**config.mk**
```make
export PLATFORM = sky130hd
export DESIGN_NAME = enemy_wave_ctrl
export DESIGN_NICKNAME = d
export VERILOG_FILES = /design/src/rtl/enemy_pkg.sv /design/src/rtl/enemy_wave_ctrl_lfsr16.sv /design/src/rtl/enemy_wave_ctrl.sv
export SDC_FILE = /design/constraint.sdc
export NUM_CORES = 1
export LEC_CHECK = 0
export CAP_MARGIN = 20
export CORE_ASPECT_RATIO = 0.6
export CORE_MARGIN = 4
export CORE_UTILIZATION = 40
export DETAILED_ROUTE_END_ITERATION = 10
export REMOVE_ABC_BUFFERS = 1
export SLEW_MARGIN = 15
export SYNTH_ARGS = -nofsm -noshare
export SYNTH_HDL_FRONTEND = slang
export SYNTH_SLANG_ARGS = --single-unit
```
**constraint.sdc**
```tcl
create_clock -name clk -period 8.4 [get_ports clk]
set_input_delay 1.68 -clock clk [delete_from_list [all_inputs] [get_ports clk]]
set_output_delay 1.68 -clock clk [all_outputs]
set_load 0.01 [all_outputs]
```
**src/rtl/enemy_pkg.sv**
```systemverilog
// Shared constants, FSM state type and spawn-position helper for the enemy wave controller.
package enemy_pkg;

    localparam int unsigned SCREEN_X_SPAN = 590;
    localparam int unsigned SPRITE_W      = 50;
    localparam int unsigned KILL_SCORE    = 10;
    localparam logic [15:0] LFSR_SEED     = 16'hACE1;

    typedef enum logic [1:0] {
        ST_IDLE = 2'd0,
        ST_RUN  = 2'd1,
        ST_OVER = 2'd2
    } wave_state_t;

    // Fold raw values past the right edge back onto the screen.
    function automatic logic [9:0] spawn_x(input logic [15:0] lfsr_val);
        logic [9:0] r;
        r = lfsr_val[9:0];
        return (r >= 10'(SCREEN_X_SPAN)) ? (r - 10'd512) : r;
    endfunction

endpackage

```
**src/rtl/enemy_wave_ctrl_lfsr16.sv**
```systemverilog
// Free-running 16-bit maximal-length Fibonacci LFSR (taps 16,14,13,11).
module lfsr16
    import enemy_pkg::*;
(
    input  logic        clk,
    input  logic        rst,
    output logic [15:0] state
);

    always_ff @(posedge clk or negedge rst) begin
        if (!rst) begin
            state <= LFSR_SEED;
        end else begin
            state <= {state[14:0], state[15] ^ state[13] ^ state[12] ^ state[10]};
        end
    end

endmodule

```
**src/rtl/enemy_wave_ctrl.sv**
```systemverilog
// Enemy wave controller: spawns, moves, scores and retires enemy slots.
// Optional build macro ENEMY_WAVE_SPEEDUP_EN makes descent speed grow with kills.
module enemy_wave_ctrl
    import enemy_pkg::*;
#(
    parameter int unsigned SLOTS      = 4,
    parameter int unsigned SPAWN_GAP  = 64,
    parameter int unsigned Y_LIMIT    = 430,
    parameter int unsigned MAX_ESCAPE = 3
) (
    input  logic                  clk,
    input  logic                  rst,
    input  logic                  tick,
    input  logic                  start,
    input  logic                  hit_valid,
    input  logic [1:0]            hit_slot,
    output logic [10*SLOTS-1:0]   enemy_x,
    output logic [10*SLOTS-1:0]   enemy_y,
    output logic [SLOTS-1:0]      active,
    output logic [15:0]           score,
    output logic [1:0]            escapes,
    output logic                  game_over
);

    localparam int unsigned CW  = $clog2(SPAWN_GAP + 1);
    localparam logic [CW-1:0] GAP = CW'(SPAWN_GAP);

    wave_state_t      state_q, state_n;
    logic [SLOTS-1:0] active_q, active_n, hit_vec;
    logic [9:0]       x_q [SLOTS];
    logic [9:0]       x_n [SLOTS];
    logic [9:0]       y_q [SLOTS];
    logic [9:0]       y_n [SLOTS];
    logic [15:0]      score_q, score_n, kills_q, kills_n;
    logic [1:0]       esc_q, esc_n;
    logic [CW-1:0]    cnt_q, cnt_n;
    logic [2:0]       step_q, step_n;
    logic             game_over_q;
    logic [15:0]      lfsr_state;
    logic [9:0]       y_sum;
    logic             spawn_done;
    int unsigned      esc_tot;

    lfsr16 u_lfsr (
        .clk   (clk),
        .rst   (rst),
        .state (lfsr_state)
    );

    always_comb begin
        state_n    = state_q;
        active_n   = active_q;
        x_n        = x_q;
        y_n        = y_q;
        score_n    = score_q;
        kills_n    = kills_q;
        esc_n      = esc_q;
        cnt_n      = cnt_q;
        hit_vec    = '0;
        y_sum      = '0;
        spawn_done = 1'b0;
        esc_tot    = 32'(esc_q);

        for (int unsigned i = 0; i < SLOTS; i++) begin
            hit_vec[i] = hit_valid && (hit_slot == 2'(i)) && active_q[i];
        end

        unique case (state_q)
            ST_IDLE: begin
                if (start) begin
                    state_n  = ST_RUN;
                    active_n = '0;
                    score_n  = '0;
                    esc_n    = '0;
                    kills_n  = '0;
                    cnt_n    = '0;
                end
            end
            ST_RUN: begin
                if (tick) begin
                    cnt_n = (cnt_q == GAP) ? GAP : cnt_q + 1'b1;
                    for (int unsigned i = 0; i < SLOTS; i++) begin
                        if (active_q[i]) begin
                            y_sum  = y_q[i] + 10'(step_q);
                            y_n[i] = y_sum;
                            if (y_sum >= 10'(Y_LIMIT)) begin
                                active_n[i] = 1'b0;
                                if (!hit_vec[i]) begin
                                    esc_tot = esc_tot + 1;
                                end
                            end
                        end
                    end
                    // Free slots are judged on pre-cycle occupancy, so slots vacated
                    // this cycle by a hit or an escape wait for the next qualifying tick.
                    if (cnt_n == GAP) begin
                        for (int unsigned i = 0; i < SLOTS; i++) begin
                            if (!active_q[i] && !spawn_done) begin
                                spawn_done  = 1'b1;
                                active_n[i] = 1'b1;
                                x_n[i]      = spawn_x(lfsr_state);
                                y_n[i]      = '0;
                                cnt_n       = '0;
                            end
                        end
                    end
                end
                esc_n    = (esc_tot >= MAX_ESCAPE) ? 2'(MAX_ESCAPE) : 2'(esc_tot);
                active_n = active_n & ~hit_vec;
                if (|hit_vec) begin
                    kills_n = (&kills_q) ? kills_q : kills_q + 16'd1;
                    score_n = (score_q > (16'hFFFF - 16'(KILL_SCORE))) ? 16'hFFFF
                                                                       : score_q + 16'(KILL_SCORE);
                end
                if (32'(esc_n) >= MAX_ESCAPE) begin
                    state_n = ST_OVER;
                end
            end
            ST_OVER: begin
                if (start) begin
                    state_n = ST_IDLE;
                end
            end
            default: state_n = ST_IDLE;
        endcase

`ifdef ENEMY_WAVE_SPEEDUP_EN
        step_n = 3'd1 + ((kills_n >= 16'd24) ? 3'd3 : 3'(kills_n >> 3));
`else
        step_n = 3'd1;
`endif
    end

    always_ff @(posedge clk or negedge rst) begin
        if (!rst) begin
            state_q     <= ST_IDLE;
            active_q    <= '0;
            score_q     <= '0;
            kills_q     <= '0;
            esc_q       <= '0;
            cnt_q       <= '0;
            step_q      <= 3'd1;
            game_over_q <= 1'b0;
            for (int unsigned i = 0; i < SLOTS; i++) begin
                x_q[i] <= '0;
                y_q[i] <= '0;
            end
        end else begin
            state_q     <= state_n;
            active_q    <= active_n;
            score_q     <= score_n;
            kills_q     <= kills_n;
            esc_q       <= esc_n;
            cnt_q       <= cnt_n;
            step_q      <= step_n;
            game_over_q <= (state_n == ST_OVER);
            x_q         <= x_n;
            y_q         <= y_n;
        end
    end

    always_comb begin
        enemy_x = '0;
        enemy_y = '0;
        for (int unsigned i = 0; i < SLOTS; i++) begin
            enemy_x[10*i +: 10] = x_q[i];
            enemy_y[10*i +: 10] = y_q[i];
        end
    end

    assign active    = active_q;
    assign score     = score_q;
    assign escapes   = esc_q;
    assign game_over = game_over_q;

endmodule

```
==> results.yml <==
timing:
  worst_slew_margin_rel: 0.391
  finalMaxSlewViolations: 0
  timing_worst_slew_pin_value_ns: 0.913
  clock-skew-final_ns: 0.0127
  rsz0062_at_grt: "false"
  fin_tns_setup_ns: 0
  timing.final.setup_violations: 0
  timing.final.crit_share: 0.692
  max_freq_ghz: 0.172
  hold_viol: 0
  final_period_minus_worst_setup_slack_ns: 5.81
synthesis:
  synth_adder_area_share: 0.0291
  synth_largest_area_cell: "sky130_fd_sc_hd__dfrtp_1"
  synth_cells: 708
  yosysMostFrequentCell: "sky130_fd_sc_hd__dfrtp_1"
  synthArstFlopShare: 1.00
  synthesis.yosys.warnings: 0
  netlist_top_cells_count: "120 x sky130_fd_sc_hd__dfrtp_1, 75 x sky130_fd_sc_hd__nand2_1, 71 x sky130_fd_sc_hd__o21ai_0"
  synthesis.area_sq_mm: 0.00687
  synth-main-ff-cell: "sky130_fd_sc_hd__dfrtp_1"
  synth_edf_count: 0
  xor_xnor_fraction_of_synth_area: 0.0341
  synth_top_family_by_area: "simple AND/OR/NAND/NOR gates"
  synth.avg_cell_area_sq_um: 9.70
  synth.lib_cells_used.distinct: 75
  synth_simple_gate_area_frac: 0.192
  synth-seq-cells: 128
  post_synth_main_area_contributors: "sky130_fd_sc_hd__dfrtp_1 44%, sky130_fd_sc_hd__mux2_2 6.6%, sky130_fd_sc_hd__o21ai_0 5.2%"
  yosysSeqAreaShare: 0.468
  share_of_the_synthesized_area_in_the_top_cell_type: 0.437
  post_synth_mux_area_share: 0.0783
  synth_compound_area_frac: 0.167
pwr:
  power_density_over_the_cells_mw_per_mm2: 195
  p_total_mw: 1.71
  vdd_ir_drop_max_mv: 0.118
  total_leakage_power_nw: 3.69
run:
  maxCapViolations: 0
clocking:
  cts.repair.resized: 0
  cts.htree.levels: 4
  postCtsSetupRepairBufs: 0
  clock_sink_count: 128
  clk_pin_slew_ns: 0.06
  cts_tree: "done"
  cts.hold.buffers_added: 0
  clk_root_buffer_cell: "sky130_fd_sc_hd__clkbuf_16"
  ctsLongestPathBuffers: 2
  number_of_cts_inserted_buffers: 17
  insertion_delay_to_the_later_sink_of_the_worst_skew_pair_ns: 0.42
floorplan:
  die_height_microns: 110
  core_area_sq_mm: 0.0165
  die-area_sq_mm: 0.0194
  initial_utilization: 0.416
  std_cell_rows: 36
  fp.dieW_microns: 177
  design.portCount: 110
placed_design:
  routabilityCongestion: 0.873
  placedInstanceArea_sq_mm: 0.00817
  post-dp-hpwl_microns: 12900
  buffers_on_ports: 109
grt:
  track_usage: 0.197
  grt_first_pass_wirelength_microns: 30400
  number_of_antenna_violations_at_the_first_check_in_global_routing: 0
  grt_max_degree: 75
  grt_pass1_vias: 5704
  globalRouteOverflowTotal: 0
setup_path:
  worst_ep_arrival_time_ns: 6.09
  timing.critical_path.slowest_cell_delay_ns: 0.55
  worst_path_most_repeated_cell: "sky130_fd_sc_hd__ha_1"
  worst-path-buf-inv: 3
  crit_chain: "clkdlybuf4s50_1 -> or3b_2 -> nand3_1 -> o211ai_1 -> a221oi_1 -> inv_1 -> ha_1 -> inv_1 -> mux2i_1 -> ha_1 -> and2_1 -> or2_2 -> ha_1 -> and3_1 -> o311a_1 -> a31oi_1 -> and3b_2 -> o211ai_1"
  cp_slowest_cell: "sky130_fd_sc_hd__clkdlybuf4s50_1"
  worst_path_dominant_cell_family: "simple AND/OR/NAND/NOR gates"
  end_kind: "flip-flop"
  worst_setup_path_start_kind: "primary input"
  worstPathRequired_ns: 8.68
  crit_path_max_fanout: 6
  path_class: "primary input to flip-flop"
drt:
  drc: 0
  average_wire_length_per_cell_after_detail_routing_microns: 17.7
  dr_total_vias: 5902
  antenna_violating_nets_post_route: 0
  vias_per_cell: 5.59
  wirelength_routed_microns: 18600
  drt_pass1_iterations: 5
  initialDrtViolationCount: 504
status:
  run_status: "finished, final reports clean"
layout:
  num-nets-final: 838
  area_growth_pct: 28.0
  drive_gt1_frac: 0.132
  fillers: 1449
  antenna_cells: 0
  final_cell_area_sq_mm: 0.00879
hold_path:
  worstHoldPathType: "flip-flop to flip-flop"
-- per-stage QoR --
step	utilization	std cells	hold slack [ns]	worst slack, ns
floorplan	-	682	0.333	3.21
global placement	0.494	1022	0.338	2.48
detailed placement	0.494	1023	0.349	2.29
CTS	0.532	1055	0.356	2.71
global route	0.532	1056	0.364	2.47
finish	0.532	1056	0.355	2.59
-- power by group --
| group | switching (mW) | internal [mW] |
|---|---|---|
| Sequential | 0.0342 | 0.634 |
| Combinational | 0.169 | 0.109 |
| Clock | 0.335 | 0.431 |
-- state kept, by name, indices dropped and copies added (netlist names) --
signal and cells:
enemy_x 40, score 16, escapes 2, u_lfsr.state 16, game_over 1, enemy_y 40
active 4, state_q 2, cnt_q 7
-- cell families after synthesis --
kind of cell | Yosys count
flops | 128
mux | 47
xor+xnor | 25
compound gates | 178
fa+ha+maj | 16
buf+inv | 56
simple gates | 258
-- placed cells by master (no fill, tap or decap), drive strengths merged, types with 4 or more instances in the layout --
master / count
clkbuf: 17
nor3b: 4
and3: 15
nand4: 8
o31a: 4
a311oi: 4
mux2: 41
dfrtp: 120
mux2i: 5
a31oi: 5
dfstp: 8
o41ai: 4
o21ai: 76
clkdlybuf4s50: 108
nor3: 12
nand2b: 5
nor2: 50
xor2: 8
clkinv: 5
a22o: 11
nand3: 46
o31ai: 11
xnor2: 16
nand2: 76
inv: 39
nor4: 6
buf: 6
nor2b: 10
ha: 16
and2: 9
a21oi: 32
-- path summary, 6_finish.rpt --
kind	startpoint	end	slack (ns)	depth (start not counted)
min in group asynchronous	rst	enemy_y[33]$_DFFE_PN0P_	1.37	1
worst max register to register	enemy_y[0]$_DFFE_PN0P_	game_over$_DFF_PN0_	3.25	19
worst min-delay path	u_lfsr.state[14]$_DFF_PN0_	u_lfsr.state[15]$_DFF_PN1_	0.36	0
worst max-delay path	hit_valid	game_over$_DFF_PN0_	2.59	18
max in group asynchronous	rst	enemy_y[25]$_DFFE_PN0P_	5.69	2
worst min register to register	u_lfsr.state[14]$_DFF_PN0_	u_lfsr.state[15]$_DFF_PN1_	0.36	0
-- area by class of cell --
| cell class | instances | area, sq um | area share |
|---|---|---|---|
| multi-input combinational | 524 | 3440 | 0.392 |
| sequential | 128 | 3210 | 0.365 |
| timing repair buffer | 114 | 1130 | 0.128 |
| clock buffer | 17 | 425 | 0.0484 |
| tap | 228 | 285 | 0.0324 |
| clock inverter | 15 | 188 | 0.0213 |
| inverter | 30 | 113 | 0.0128 |
-- routing by layer --
metal | share of wire | wire [microns] | GRT usage
met4 | 0.0050 | 93 | 0.0425
met3 | 0.065 | 1220 | 0.0509
met1 | 0.51 | 9510 | 0.299
met5 | 0 | 0 | 0
met2 | 0.42 | 7820 | 0.283
No activity file was read; power rests on OpenSTA's default activity.
